--- src/rtl/pipe_regs_pkg.sv ---
// Shared definitions for the multi-channel register pipeline: stage-0 transform
// selector encoding and the width-generic transform function.
package pipe_regs_pkg;

  typedef enum logic [1:0] {
    FUNC_PASS = 2'd0,
    FUNC_INV  = 2'd1,
    FUNC_REV  = 2'd2,
    FUNC_SWAP = 2'd3
  } func_e;

  localparam int unsigned FUNC_MAX_W = 64;

  // Operates on the low w bits of a FUNC_MAX_W-bit container; bits above w return zero.
  function automatic logic [FUNC_MAX_W-1:0] apply_func(input logic [FUNC_MAX_W-1:0] x,
                                                       input int unsigned           w,
                                                       input func_e                 sel);
    logic [FUNC_MAX_W-1:0] mask;
    logic [FUNC_MAX_W-1:0] xm;
    logic [FUNC_MAX_W-1:0] r;
    int unsigned           h;
    mask = (w >= FUNC_MAX_W) ? '1 : ((64'd1 << w) - 64'd1);
    xm   = x & mask;
    h    = w / 2;
    r    = xm;
    case (sel)
      FUNC_INV: r = ~xm & mask;
      FUNC_REV: begin
        r = '0;
        for (int unsigned i = 0; i < FUNC_MAX_W; i++) begin
          if (i < w) r[6'(i)] = xm[6'(w - 1 - i)];
        end
      end
      FUNC_SWAP: begin
        if (w[0] == 1'b0) r = ((xm >> h) | (xm << h)) & mask;
      end
      default: r = xm;
    endcase
    return r;
  endfunction

endpackage

--- src/rtl/pipe_stage.sv ---
// One pipeline stage: valid flag plus data word with load enable, flush and
// synchronous active-low reset. Data only moves when the incoming word is valid.
module pipe_stage
  import pipe_regs_pkg::*;
#(
  parameter int unsigned WIDTH_T = 32
) (
  input  logic               clk_i,
  input  logic               rst_ni,
  input  logic               flush_i,
  input  logic               load_i,
  input  logic               valid_i,
  input  logic [WIDTH_T-1:0] data_i,
  output logic               valid_o,
  output logic [WIDTH_T-1:0] data_o
);

  logic               valid_q, valid_d;
  logic [WIDTH_T-1:0] data_q, data_d;

  always_comb begin
    valid_d = valid_q;
    data_d  = data_q;
    if (load_i && valid_i) data_d = data_i;
    if (flush_i)     valid_d = 1'b0;
    else if (load_i) valid_d = valid_i;
  end

  always_ff @(posedge clk_i) begin
    if (!rst_ni) begin
      valid_q <= 1'b0;
      data_q  <= '0;
    end else begin
      valid_q <= valid_d;
      data_q  <= data_d;
    end
  end

  assign valid_o = valid_q;
  assign data_o  = data_q;

endmodule

--- src/rtl/pipe_regs_mc.sv ---
// CH-channel, DEPTH-stage register pipeline with valid/ready flow control,
// bubble collapsing, synchronous flush and a per-channel transform at stage 0.
module pipe_regs_mc
  import pipe_regs_pkg::*;
#(
  parameter int unsigned CH    = 4,
  parameter int unsigned WIDTH = 8,
  parameter int unsigned DEPTH = 3
) (
  input  logic                         CLK,
  input  logic                         RST,
  input  logic                         FLUSH,
  input  logic [1:0]                   FUNC_SEL,
  input  logic                         IN_VALID,
  output logic                         IN_READY,
  input  logic [CH*WIDTH-1:0]          IN_DATA,
  input  logic [CH-1:0]                CH_EN,
  output logic                         OUT_VALID,
  input  logic                         OUT_READY,
  output logic [CH*WIDTH-1:0]          OUT_DATA,
  output logic [$clog2(DEPTH+1)-1:0]   OCC
);

  localparam int unsigned     DW       = CH * WIDTH;
  localparam int unsigned     OCC_W    = $clog2(DEPTH + 1);
  localparam logic [DEPTH-1:0] ALL_ONES = '1;

  logic [DEPTH-1:0] v;
  logic [DEPTH-1:0] v_up;
  logic [DEPTH-1:0] v_nxt;
  logic [DEPTH-1:0] permit;
  logic [DW-1:0]    d [DEPTH];
  logic [DW-1:0]    stage0_data;
  logic [OCC_W-1:0] occ_q, occ_d;

  for (genvar c = 0; c < CH; c++) begin : g_ch
    logic [FUNC_MAX_W-1:0] xf_full;
    assign xf_full = apply_func(64'(IN_DATA[c*WIDTH +: WIDTH]), WIDTH, func_e'(FUNC_SEL));
    assign stage0_data[c*WIDTH +: WIDTH] = CH_EN[c] ? xf_full[WIDTH-1:0] : '0;
    if (WIDTH < FUNC_MAX_W) begin : g_hi
      logic unused_hi;
      assign unused_hi = ^xf_full[FUNC_MAX_W-1:WIDTH];
    end
  end

  // Stage k may load unless it and every later stage are full with no output
  // transfer; written in closed form to keep the ready chain free of feedback.
  for (genvar k = 0; k < DEPTH; k++) begin : g_permit
    assign permit[k] = OUT_READY || ((v >> k) != (ALL_ONES >> k));
  end

  assign v_up = (v << 1) | DEPTH'(IN_VALID);

  for (genvar k = 0; k < DEPTH; k++) begin : g_stage
    logic [DW-1:0] din;
    if (k == 0) begin : g_first
      assign din = stage0_data;
    end else begin : g_next
      assign din = d[k-1];
    end
    pipe_stage #(.WIDTH_T(DW)) u_stage (
      .clk_i   (CLK),
      .rst_ni  (RST),
      .flush_i (FLUSH),
      .load_i  (permit[k]),
      .valid_i (v_up[k]),
      .data_i  (din),
      .valid_o (v[k]),
      .data_o  (d[k])
    );
  end

  always_comb begin
    v_nxt = FLUSH ? '0 : ((permit & v_up) | (~permit & v));
    occ_d = OCC_W'($countones(v_nxt));
  end

  always_ff @(posedge CLK) begin
    if (!RST) occ_q <= '0;
    else      occ_q <= occ_d;
  end

  assign IN_READY  = permit[0];
  assign OUT_VALID = v[DEPTH-1];
  assign OUT_DATA  = d[DEPTH-1];
  assign OCC       = occ_q;

endmodule
--- config.mk ---
export PLATFORM = sky130hd
export DESIGN_NAME = pipe_regs_mc
export DESIGN_NICKNAME = d
export VERILOG_FILES = /design/src/rtl/pipe_regs_pkg.sv /design/src/rtl/pipe_stage.sv /design/src/rtl/pipe_regs_mc.sv
export SDC_FILE = /design/constraint.sdc
export NUM_CORES = 1
export LEC_CHECK = 0
export BUFFER_PORTS_ARGS = -buffer_cell sky130_fd_sc_hd__buf_2
export CAP_MARGIN = 20
export CORE_MARGIN = 2
export CORE_UTILIZATION = 42
export CTS_CLUSTER_DIAMETER = 50
export DETAILED_ROUTE_END_ITERATION = 12
export GPL_ROUTABILITY_DRIVEN = 0
export SLEW_MARGIN = 0
export SYNTH_ARGS = -nofsm -noshare
export SYNTH_HDL_FRONTEND = slang
export SYNTH_SLANG_ARGS = --single-unit
--- constraint.sdc ---
create_clock -name CLK -period 3.3 [get_ports CLK]
set_input_delay 0 -clock CLK [delete_from_list [all_inputs] [get_ports CLK]]
set_output_delay 0 -clock CLK [all_outputs]
set_load 0.005 [all_outputs]
==> summary.txt, run 1 <==
Synthesis
  • Post-synth top area cell: dfxtp_1
  • Synth Area in Simple Gates: 0.0955
  • Cell Area, Synth: 0.00481 mm2
  • Post-synth EDFFs: 0
  • FF+latch count, synth: 101
  • Post-Syn Nets: between 500 and 600
  • Area share of the largest cell type after synthesis: 0.420
  • Post-synthesis mux area share: 0.133
  • FFs w/ async S/R, synth: 0
  • Number of distinct library cells after synthesis: 27
  • Gate count of the mapped netlist: 497
  • Adder-cell share of the synthesized area: 0.00416
  • Largest family of logic cells by synthesized area: compound AO/OA/AOI/OAI gates
  • Top FF cell, synth: dfxtp_1
  • Post-synthesis sequential area ratio: 0.420
  • Yosys warnings: 0
  • Complex-gate fraction of the synthesized area: 0.231
  • Synth Area per Inst: 9.68 um2
  • XOR/XNOR Fraction of Synth Area: 0.0583
  • Top post-synthesis cells by area: dfxtp_1 (42%), mux2i_1 (13%), a22o_1 (5.8%)

Floorplan
  • Die height: 111 um
  • Row count: 39
  • Die area: 0.0123 mm2
  • Die span in x: 111 um
  • Ports: 79
  • Starting Density: 0.427
  • Core Area: 0.0113 mm2

Clock tree
  • H-tree depth: 3
  • Hold_buf cts: 0
  • Worst skew pair latency: 0.33 ns
  • Resize count post-CTS: 0
  • CTS buffer count: 9
  • Clk sink count: 101
  • Clock tree root buffer cell: clkbuf_16
  • Reg clk slew, reported paths: 0.07 ns
  • Post-CTS Setup Repair Bufs: 0
  • CTS tree: done
  • CTS max path bufs: 2

Global route
  • Number of global-route vias before repair: 3325
  • Largest net degree at the start of global routing: 66
  • Total track usage: 0.164
  • Initial antenna violation count: 0
  • Total grt overflow: 0
  • First-pass GRT wire length: 16900 um

Finish
  • Fraction of layout cells with a size suffix above 1: 0.192
  • Commonest non-fill, non-tap cells in the layout: dfxtp_1 (101), buf_2 (77), mux2i_1 (64)
  • ANT cells: 0
  • Total Nets Final: 588
  • Commonest non-fill, non-tap cell in the layout: dfxtp_1
  • Area Growth Syn to Fin: 14.1%

STA
  • Skew final: 0.00517 ns
  • Final period util: 0.723
  • Slew margin rel.: 0.366
  • Fin Setup TNS: 0 ns
  • RSZ-0062 raised after global routing: false
  • Final hold violations: 0
  • Final Max Slew Viols: 0
  • Final setup fails: 0
  • Final min period: between 2 and 2.5 ns
  • Max Fclk: 419 MHz
  • Worst Max-Slew Pin Slew: 0.951 ns

Pwr
  • Pwr per Cell Area: 464 mW/mm2
  • Cell Int Power: 1.96 mW
  • Overall power: 2.55 mW
  • Share of power burned in registers: 0.494
  • Switching pwr: 0.585 mW
  • Leakage power figure: between 2 and 2.5 nW
  • VDD IR max: 299 uV
  • Comb power frac: 0.095
  • Clk pwr share: 0.411
  • Sw Ratio: 0.229

Min path
  • Hold crit path type: in -> reg
  • Min-delay src: FLUSH

Placement
  • Hpwl dp: between 7000 and 8000 um
  • Port bufs: 78

Flow run
  • Max cap viols: 0

Critical path
  • Worst Path Max Fanout: 33
  • Setup CP Type: reg -> reg
  • Worst EP arrival: 2.62 ns
  • Critical path required time: 3.53 ns
  • CP Launch Type: flop
  • CP Capture Type: flop
  • Critical Path Source: g_stage[1].u_stage.valid_o
  • Reg2reg start: g_stage[1].u_stage.valid_o

Detailed routing
  • Initial DRC Count: 238
  • DRT Pass-1 Iters: 4
  • Vias per cell: 5.26
  • WL final: 10100 um
  • Routed Antenna Nets: 0
  • Via count: 3634
  • DR DRC count: 0
  • WL/cell: 14.7 um

Run status
  • Outcome: completed
-- metrics by stage --
step | hold WS [ns] | cell area [um2] | util | setup slack, ns | instances
after global routing | 0.0773 | 5490 | 0.487 | 0.783 | 691
after global placement | 0.377 | 5170 | 0.459 | 1.06 | 675
final | 0.0559 | 5490 | 0.487 | 0.914 | 691
after detailed placement | 0.378 | 5190 | 0.460 | 0.967 | 676
after floorplan | 0.228 | 4810 | - | 1.63 | 497
after CTS | 0.0533 | 5490 | 0.487 | 0.959 | 691
-- layer usage --
metal	GRT usage	wire (um)	up-vias
met5	0	0	-
met4	0.0519	105	0
met1	0.266	5750	1660
li1	-	-	1890
met2	0.218	3860	76
met3	0.0279	436	8
-- sequential cells by signal, indices dropped and copies added, names as in the netlist --
register and flops:
OCC 2, g_stage.u_stage.data_o 96, g_stage.u_stage.valid_o 3
-- kinds of logic (layout without fill, tap and decap cells) --
family                     after synthesis  count (layout)
adders and majority gates                1               1
AOI/OAI and AO/OA                      164             164
muxes                                   64              64
and+or+nand+nor                         81              81
xor gates and xnor gates                32              32
buffers and inverters                   54             105
DFF                                    101             101
-- power groups by stage --
stage	Sequential, mW	Combinational (mW)	Clock (mW)
2_1_floorplan	1.28	0.183	0
3_3_place_gp	1.29	0.235	0
3_5_place_dp	1.29	0.244	0
4_1_cts	1.26	0.245	1.06
5_1_grt	1.26	0.268	1.12
6_report	1.26	0.243	1.05
-- worst max-delay path: stages, from the launching register on --
cell      delay [ns]
dfxtp_1         0.36
buf_4           0.31
nand3b_1        0.58
a21oi_1         0.41
fa_1            0.46
and2_1          0.16
-- layout make-up --
type                    count  area (um2)
well taps                 143         179
clock buffers              10         239
inverters                   5        21.3
clock inverters             5        60.1
fillers                  1115        5780
multi-input cells         342        2510
flip-flops and latches    101        2020
repair buffers             85         453
-- synth_stat cells, types with 5 or more instances --
library cell  number
a21oi_1           36
buf_2             17
mux2i_1           64
and3_1            31
xnor2_1           32
o21ai_1           32
a21boi_1          22
buf_4              7
and2_1             5
a22o_1            32
a21boi_0           9
dfxtp_1          101
clkbuf_1          22
o21a_1            31
nand3_1           37
-- path summary, 6_finish.rpt --
kind                                   end  slack [ns]  cells past startpoint
max reg2reg                         OCC[0]        0.91                      5
max                                 OCC[0]        0.91                      5
min             g_stage[0].u_stage.valid_o        0.06                      3
min reg2reg  g_stage[0].u_stage.data_o[30]        0.47                      1
Power figures use the tool's default switching activity.
==> inputs of run 2 (changes only) <==
==> constraint.sdc (replaced) <==
create_clock -name CLK -period 1.9 [get_ports CLK]
set_input_delay 0 -clock CLK [delete_from_list [all_inputs] [get_ports CLK]]
set_output_delay 0 -clock CLK [all_outputs]
set_load 0.005 [all_outputs]
==> run 2 against run 1 <==
  * Non-clock buffer count increased by 7
  * Clock power increased by 74%
  * Global-route usage grew 0.69 points
  * Clock skew down 0.0017 ns
  * Sequential share of layout area is 0.39 points lower
  * Die area stayed put
  * Count of clock-buffer cells in the layout is 3 higher
  * Cell count rose by 0.87%
  * Via count down 0.66%
  * Fmax rose by 42%
  * Highest routed layer unchanged
==> summary.txt, run 2 (same netlist as run 1, synthesis figures left out) <==
Clock tree
  • Post-CTS Setup Repair Bufs: 0 (unchanged)
  • Clock tree root buffer cell: clkbuf_16
  • Hold_buf cts: 0 (unchanged)
  • Resize count post-CTS: 0 (unchanged)
  • CTS tree: done
  • Reg clk slew, reported paths: 0.06 ns (about the same)
  • Worst skew pair latency: 0.33 ns (about the same)
  • CTS max path bufs: 2 (unchanged)
  • CTS buffer count: 9 (unchanged)
  • H-tree depth: 3 (unchanged)
  • Clk sink count: 101 (unchanged)

Finish
  • Register area: 0.00202 mm2 (unchanged)
  • Commonest non-fill, non-tap cell in the layout: dfxtp_1
  • Area Growth Syn to Fin: 15.3%
  • Total Nets Final: 595 (+1.2%)
  • Fillers: 1076 (-3.5%)
  • Fraction of layout cells with a size suffix above 1: 0.199 (+0.00695)
  • ANT cells: 0 (unchanged)
  • Number of flip-flops in the largest register: 96 (unchanged)
  • Area of the multi-input gates: 0.00251 mm2 (unchanged)
  • Commonest non-fill, non-tap cells in the layout: dfxtp_1 (101), buf_2 (77), mux2i_1 (64)

Global route
  • Total grt overflow: 0 (unchanged)
  • Largest net degree at the start of global routing: 65 (-1.5%)
  • Number of global-route vias before repair: 3432 (+3.2%)
  • First-pass GRT wire length: 17700 um (+4.4%)
  • Initial antenna violation count: 0 (unchanged)
  • Total track usage: 0.171 (+0.00692)

Critical path
  • CP Launch Type: flop
  • Setup CP Type: reg -> reg
  • FF-to-FF End: OCC[0]
  • Worst Path Max Fanout: 5 (-85%)
  • CP Capture Type: flop
  • Critical Path Source: g_stage[2].u_stage.valid_o
  • Critical path required time: 2.13 ns (-1.40 ns)
  • Worst Setup EP: OCC[0]
  • Worst EP arrival: 1.91 ns (-0.71 ns)
  • Reg2reg start: g_stage[2].u_stage.valid_o
  • Worst r2r path cells: 5 (unchanged)
  • R2R setup slack: 0.22 ns (-0.69 ns)

STA
  • Final Max Slew Viols: 0 (unchanged)
  • Final period util: 0.884 (+0.161)
  • Slew margin rel.: 0.597 (+0.231)
  • Skew final: 0.00347 ns (-0.00169 ns)
  • Max Fclk: 595 MHz (+42%)
  • Final hold violations: 0 (unchanged)
  • Hold_ws: 0.0255 ns (-0.0304 ns)
  • Worst Max-Slew Pin Slew: 0.602 ns (-0.349 ns)
  • Final min period: 1.68 ns (-0.705 ns)
  • Setup WS post-layout: 0.220 ns (-0.695 ns)
  • Fin Setup TNS: 0 ns (unchanged)
  • RSZ-0062 raised after global routing: false
  • Final setup fails: 0 (unchanged)

Detailed routing
  • Via count: 3610 (-0.66%)
  • Initial DRC Count: 231 (-2.9%)
  • Routed Antenna Nets: 0 (unchanged)
  • Vias per cell: 5.18 (-1.5%)
  • WL final: 10300 um (+1.4%)
  • DRT Pass-1 Iters: 4 (unchanged)
  • DR DRC count: 0 (unchanged)
  • WL/cell: 14.8 um (+0.56%)

Floorplan
  • Ports: 79 (unchanged)
  • Core Area: 0.0113 mm2 (unchanged)
  • Row count: 39 (unchanged)
  • Die area: 0.0123 mm2 (unchanged)
  • Die height: 111 um (unchanged)
  • Die span in x: 111 um (unchanged)
  • Starting Density: 0.427 (unchanged)

Placement
  • Post-place setup slack: 0.218 ns (-0.749 ns)
  • Hpwl dp: 7390 um (+1.5%)
  • Port bufs: 78 (unchanged)

Pwr
  • VDD IR max: 490 uV (+64%)
  • Pwr per Cell Area: 803 mW/mm2 (+73%)
  • Overall power: 4.45 mW (+75%)
  • Leakage power figure: 2.44 nW (+1.6%)

Min path
  • Min-Delay Path Depth: 3 (unchanged)
  • Hold crit path type: in -> reg

Run status
  • Outcome: completed

Flow run
  • Max cap viols: 0 (unchanged)
[run 2: worst max-delay path: stages (launching register included)]
cell and delay (ns):
dfxtp_1 0.39, and4b_4 0.32, inv_4 0.06, a21oi_1 0.23, fa_1 0.42, and2_1 0.16
[run 2: cell type report]
type | count | area share
Clock buffer | 13 | 0.0487
Sequential cell | 101 | 0.364
Multi-Input combinational cell | 342 | 0.453
Timing Repair Buffer | 92 | 0.0920
Inverter | 5 | 0.00383
Tap cell | 143 | 0.0323
Clock inverter | 1 | 0.00541
[run 2: worst min path at each step]
stage,end,startpoint,slack [ns]
2_1_floorplan,g_stage[1].u_stage.valid_o,FLUSH,0.23
3_3_place_gp,g_stage[1].u_stage.valid_o,FLUSH,0.37
3_5_place_dp,g_stage[1].u_stage.valid_o,FLUSH,0.37
4_1_cts,g_stage[1].u_stage.valid_o,FLUSH,0.02
5_1_grt,g_stage[1].u_stage.valid_o,FLUSH,0.03
6_report,g_stage[1].u_stage.valid_o,FLUSH,0.03
[run 2: where the power goes]
| part | leakage [nW] | switching, mW | internal, mW | total (mW) |
|---|---|---|---|---|
| Sequential | 0.817 | 0.0274 | 2.16 | 2.19 |
| Clock | 0.148 | 0.716 | 1.11 | 1.83 |
| Combinational | 1.47 | 0.228 | 0.205 | 0.433 |
[run 2: metrics by stage]
stage,cell area (um2),std cells,utilization
floorplan,4810,497,-
global placement,5250,683,0.466
detailed placement,5250,683,0.466
CTS,5550,697,0.492
global route,5550,697,0.492
finish,5550,697,0.492
[run 2: routing by layer]
metal | vias up | track usage | part of all wire
li1 | 1900 | - | -
met1 | 1619 | 0.281 | 0.56
met2 | 81 | 0.220 | 0.39
met3 | 10 | 0.0279 | 0.044
met4 | 0 | 0.0617 | 0.013
met5 | - | 0 | 0
==> inputs of run 3 (changes only) <==
--- a/config.mk
+++ b/config.mk
@@ -7,6 +7,7 @@
 export LEC_CHECK = 0
 export BUFFER_PORTS_ARGS = -buffer_cell sky130_fd_sc_hd__buf_2
 export CAP_MARGIN = 20
+export CORE_ASPECT_RATIO = 0.6
 export CORE_MARGIN = 2
 export CORE_UTILIZATION = 42
 export CTS_CLUSTER_DIAMETER = 50
==> run 3 against run 2 <==
  * Non-clock buffer count decreased by 1
  * Sequential power about the same
  * Die area increased by 0.23%
  * Cell count increased by 0.29%
  * Critical path type unchanged
  * Critical endpoint unchanged
==> summary.txt, run 3 (same netlist as run 1, synthesis figures left out) <==
Clock tree
  • Hold_buf cts: 0 (unchanged)
  • Clk sink count: 101 (unchanged)
  • Clock tree root buffer cell: clkbuf_16
  • CTS tree: done
  • Reg clk slew, reported paths: 0.07 ns (about the same)
  • H-tree depth: 3 (unchanged)
  • Resize count post-CTS: 0 (unchanged)
  • CTS buffer count: 9 (unchanged)
  • Worst skew pair latency: 0.34 ns (about the same)
  • Post-CTS Setup Repair Bufs: 0 (unchanged)
  • CTS max path bufs: 2 (unchanged)

STA
  • Final min period: 1.74 ns (+0.0643 ns)
  • Final setup fails: 0 (unchanged)
  • Max Fclk: 573 MHz (-3.7%)
  • Final Max Slew Viols: 0 (unchanged)
  • Worst Max-Slew Pin Slew: 0.540 ns (-0.0624 ns)
  • Fin Setup TNS: 0 ns (unchanged)
  • RSZ-0062 raised after global routing: false
  • Hold_ws: 0.0328 ns (+0.00728 ns)
  • Slew margin rel.: 0.639 (+0.0417)
  • Final period util: 0.918 (+0.0338)
  • Final hold violations: 0 (unchanged)
  • Skew final: 0.00758 ns (+0.00410 ns)

Critical path
  • Worst Path Max Fanout: 5 (unchanged)
  • Reg2reg start: g_stage[2].u_stage.valid_o
  • Crit path cell chain: and4b_4 > inv_4 > a21oi_1 > fa_1 > and2_1
  • FF-to-FF End: OCC[0]
  • Worst EP arrival: 1.98 ns (+0.07 ns)
  • Setup CP Type: reg -> reg
  • Worst r2r path cells: 5 (unchanged)
  • R2R setup slack: 0.16 ns (-0.06 ns)
  • CP Capture Type: flop
  • CP Launch Type: flop
  • Critical path required time: 2.14 ns (about the same)
  • Slowest stage delay, CP: 0.45 ns (+0.03 ns)
  • Worst path slowest cell: fa_1

Finish
  • Fraction of layout cells with a size suffix above 1: 0.202 (+0.00325)
  • Total Nets Final: 594 (-0.17%)
  • Commonest non-fill, non-tap cells in the layout: dfxtp_1 (101), buf_2 (77), mux2i_1 (64)
  • Number of flip-flops in the largest register: 96 (unchanged)
  • Final Instance Area: 0.00556 mm2 (+0.29%)
  • ANT cells: 0 (unchanged)
  • Commonest non-fill, non-tap cell in the layout: dfxtp_1
  • Area Growth Syn to Fin: 15.7%

Global route
  • Total grt overflow: 0 (unchanged)
  • Largest net degree at the start of global routing: 65 (unchanged)
  • Number of global-route vias before repair: 3340 (-2.7%)
  • First-pass GRT wire length: 18500 um (+5.0%)
  • Total track usage: 0.192 (+0.0209)
  • Initial antenna violation count: 0 (unchanged)

Min path
  • Min-Delay Path Depth: 3 (unchanged)
  • Worst hold path endpoint: g_stage[1].u_stage.valid_o
  • Hold crit path type: in -> reg
  • Min-delay src: FLUSH

Detailed routing
  • Routed Antenna Nets: 0 (unchanged)
  • Initial DRC Count: 245 (+6.1%)
  • Via count: 3676 (+1.8%)
  • WL final: 11500 um (+11%)
  • DRT Pass-1 Iters: 4 (unchanged)
  • DR DRC count: 0 (unchanged)
  • Vias per cell: 5.26 (+1.5%)
  • WL/cell: 16.4 um (+11%)

Pwr
  • Pwr per Cell Area: 789 mW/mm2 (-1.7%)
  • VDD IR max: 404 uV (-18%)
  • Leakage power figure: 2.43 nW (-0.15%)

Floorplan
  • Ports: 79 (unchanged)
  • Row count: 30 (-23%)
  • Starting Density: 0.429 (+0.00186)
  • Die height: 86.9 um (-22%)
  • Die span in x: 142 um (+28%)
  • Die area: 0.0124 mm2 (+0.23%)
  • Core Area: 0.0112 mm2 (-0.43%)

Placement
  • Hpwl dp: 8220 um (+11%)
  • Port bufs: 78 (unchanged)
  • Placed Area: 0.00528 mm2 (+0.60%)

Run status
  • Outcome: completed

Flow run
  • Max cap viols: 0 (unchanged)
==> run 3: cell types whose count changed in the layout (fill, tap and decap cells not counted) <==
cell / change
inv_6: +2
clkinv_2: +1
clkinvlp_4: +2
buf_4: -4
clkbuf_8: -2
buf_12: +3
bufinv_16: -1
clkinv_4: +1
clkbuf_1: -1
==> run 3: area by class of cell <==
cell class	count	area (um2)
clock buffers	10	239
clock inverters	6	46.3
fillers	1055	5660
inverters	5	21.3
multi-input cells	342	2510
flip-flops and latches	101	2020
well taps	144	180
repair buffers	91	541
==> run 3: worst max path at each step <==
stage                                    start     end  slack, ns  depth (start not counted)
floorplan           g_stage[1].u_stage.valid_o  OCC[0]       0.23                          7
global placement    g_stage[2].u_stage.valid_o  OCC[0]       0.24                          5
detailed placement  g_stage[2].u_stage.valid_o  OCC[0]       0.17                          5
CTS                 g_stage[2].u_stage.valid_o  OCC[0]       0.16                          5
global route        g_stage[2].u_stage.valid_o  OCC[0]       0.05                          5
finish              g_stage[2].u_stage.valid_o  OCC[0]       0.16                          5
==> run 3: power by group <==
part           leakage [nW]  total (mW)  internal (mW)  switching [mW]
logic                  1.48       0.449          0.208           0.241
clock network         0.135        1.75          0.933           0.813
registers             0.817        2.19           2.16          0.0326
total                  2.43        4.39           3.30            1.09
==> run 3: critical path: cells and delay by family, from the launching register on <==
kind,cells,cell delay (ns)
AOI/OAI and AO/OA,1,0.26
adders and majority gates,1,0.45
buffers and inverters,1,0.06
DFF,1,0.40
and+or+nand+nor,2,0.48
==> run 3: metal layers <==
layer	global-route usage	routed length, um
met4	0.0436	83
met3	0.0390	689
met1	0.338	6810
met2	0.220	3880
met5	0	0
==> run 3: per-stage QoR <==
stage	instances	util	power (mW)	worst slack, ns
detailed placement	683	0.470	2.69	0.167
CTS	699	0.496	4.44	0.157
finish	699	0.496	4.39	0.155
global route	699	0.496	4.56	0.0502
floorplan	497	-	2.54	0.225
global placement	683	0.470	2.68	0.243
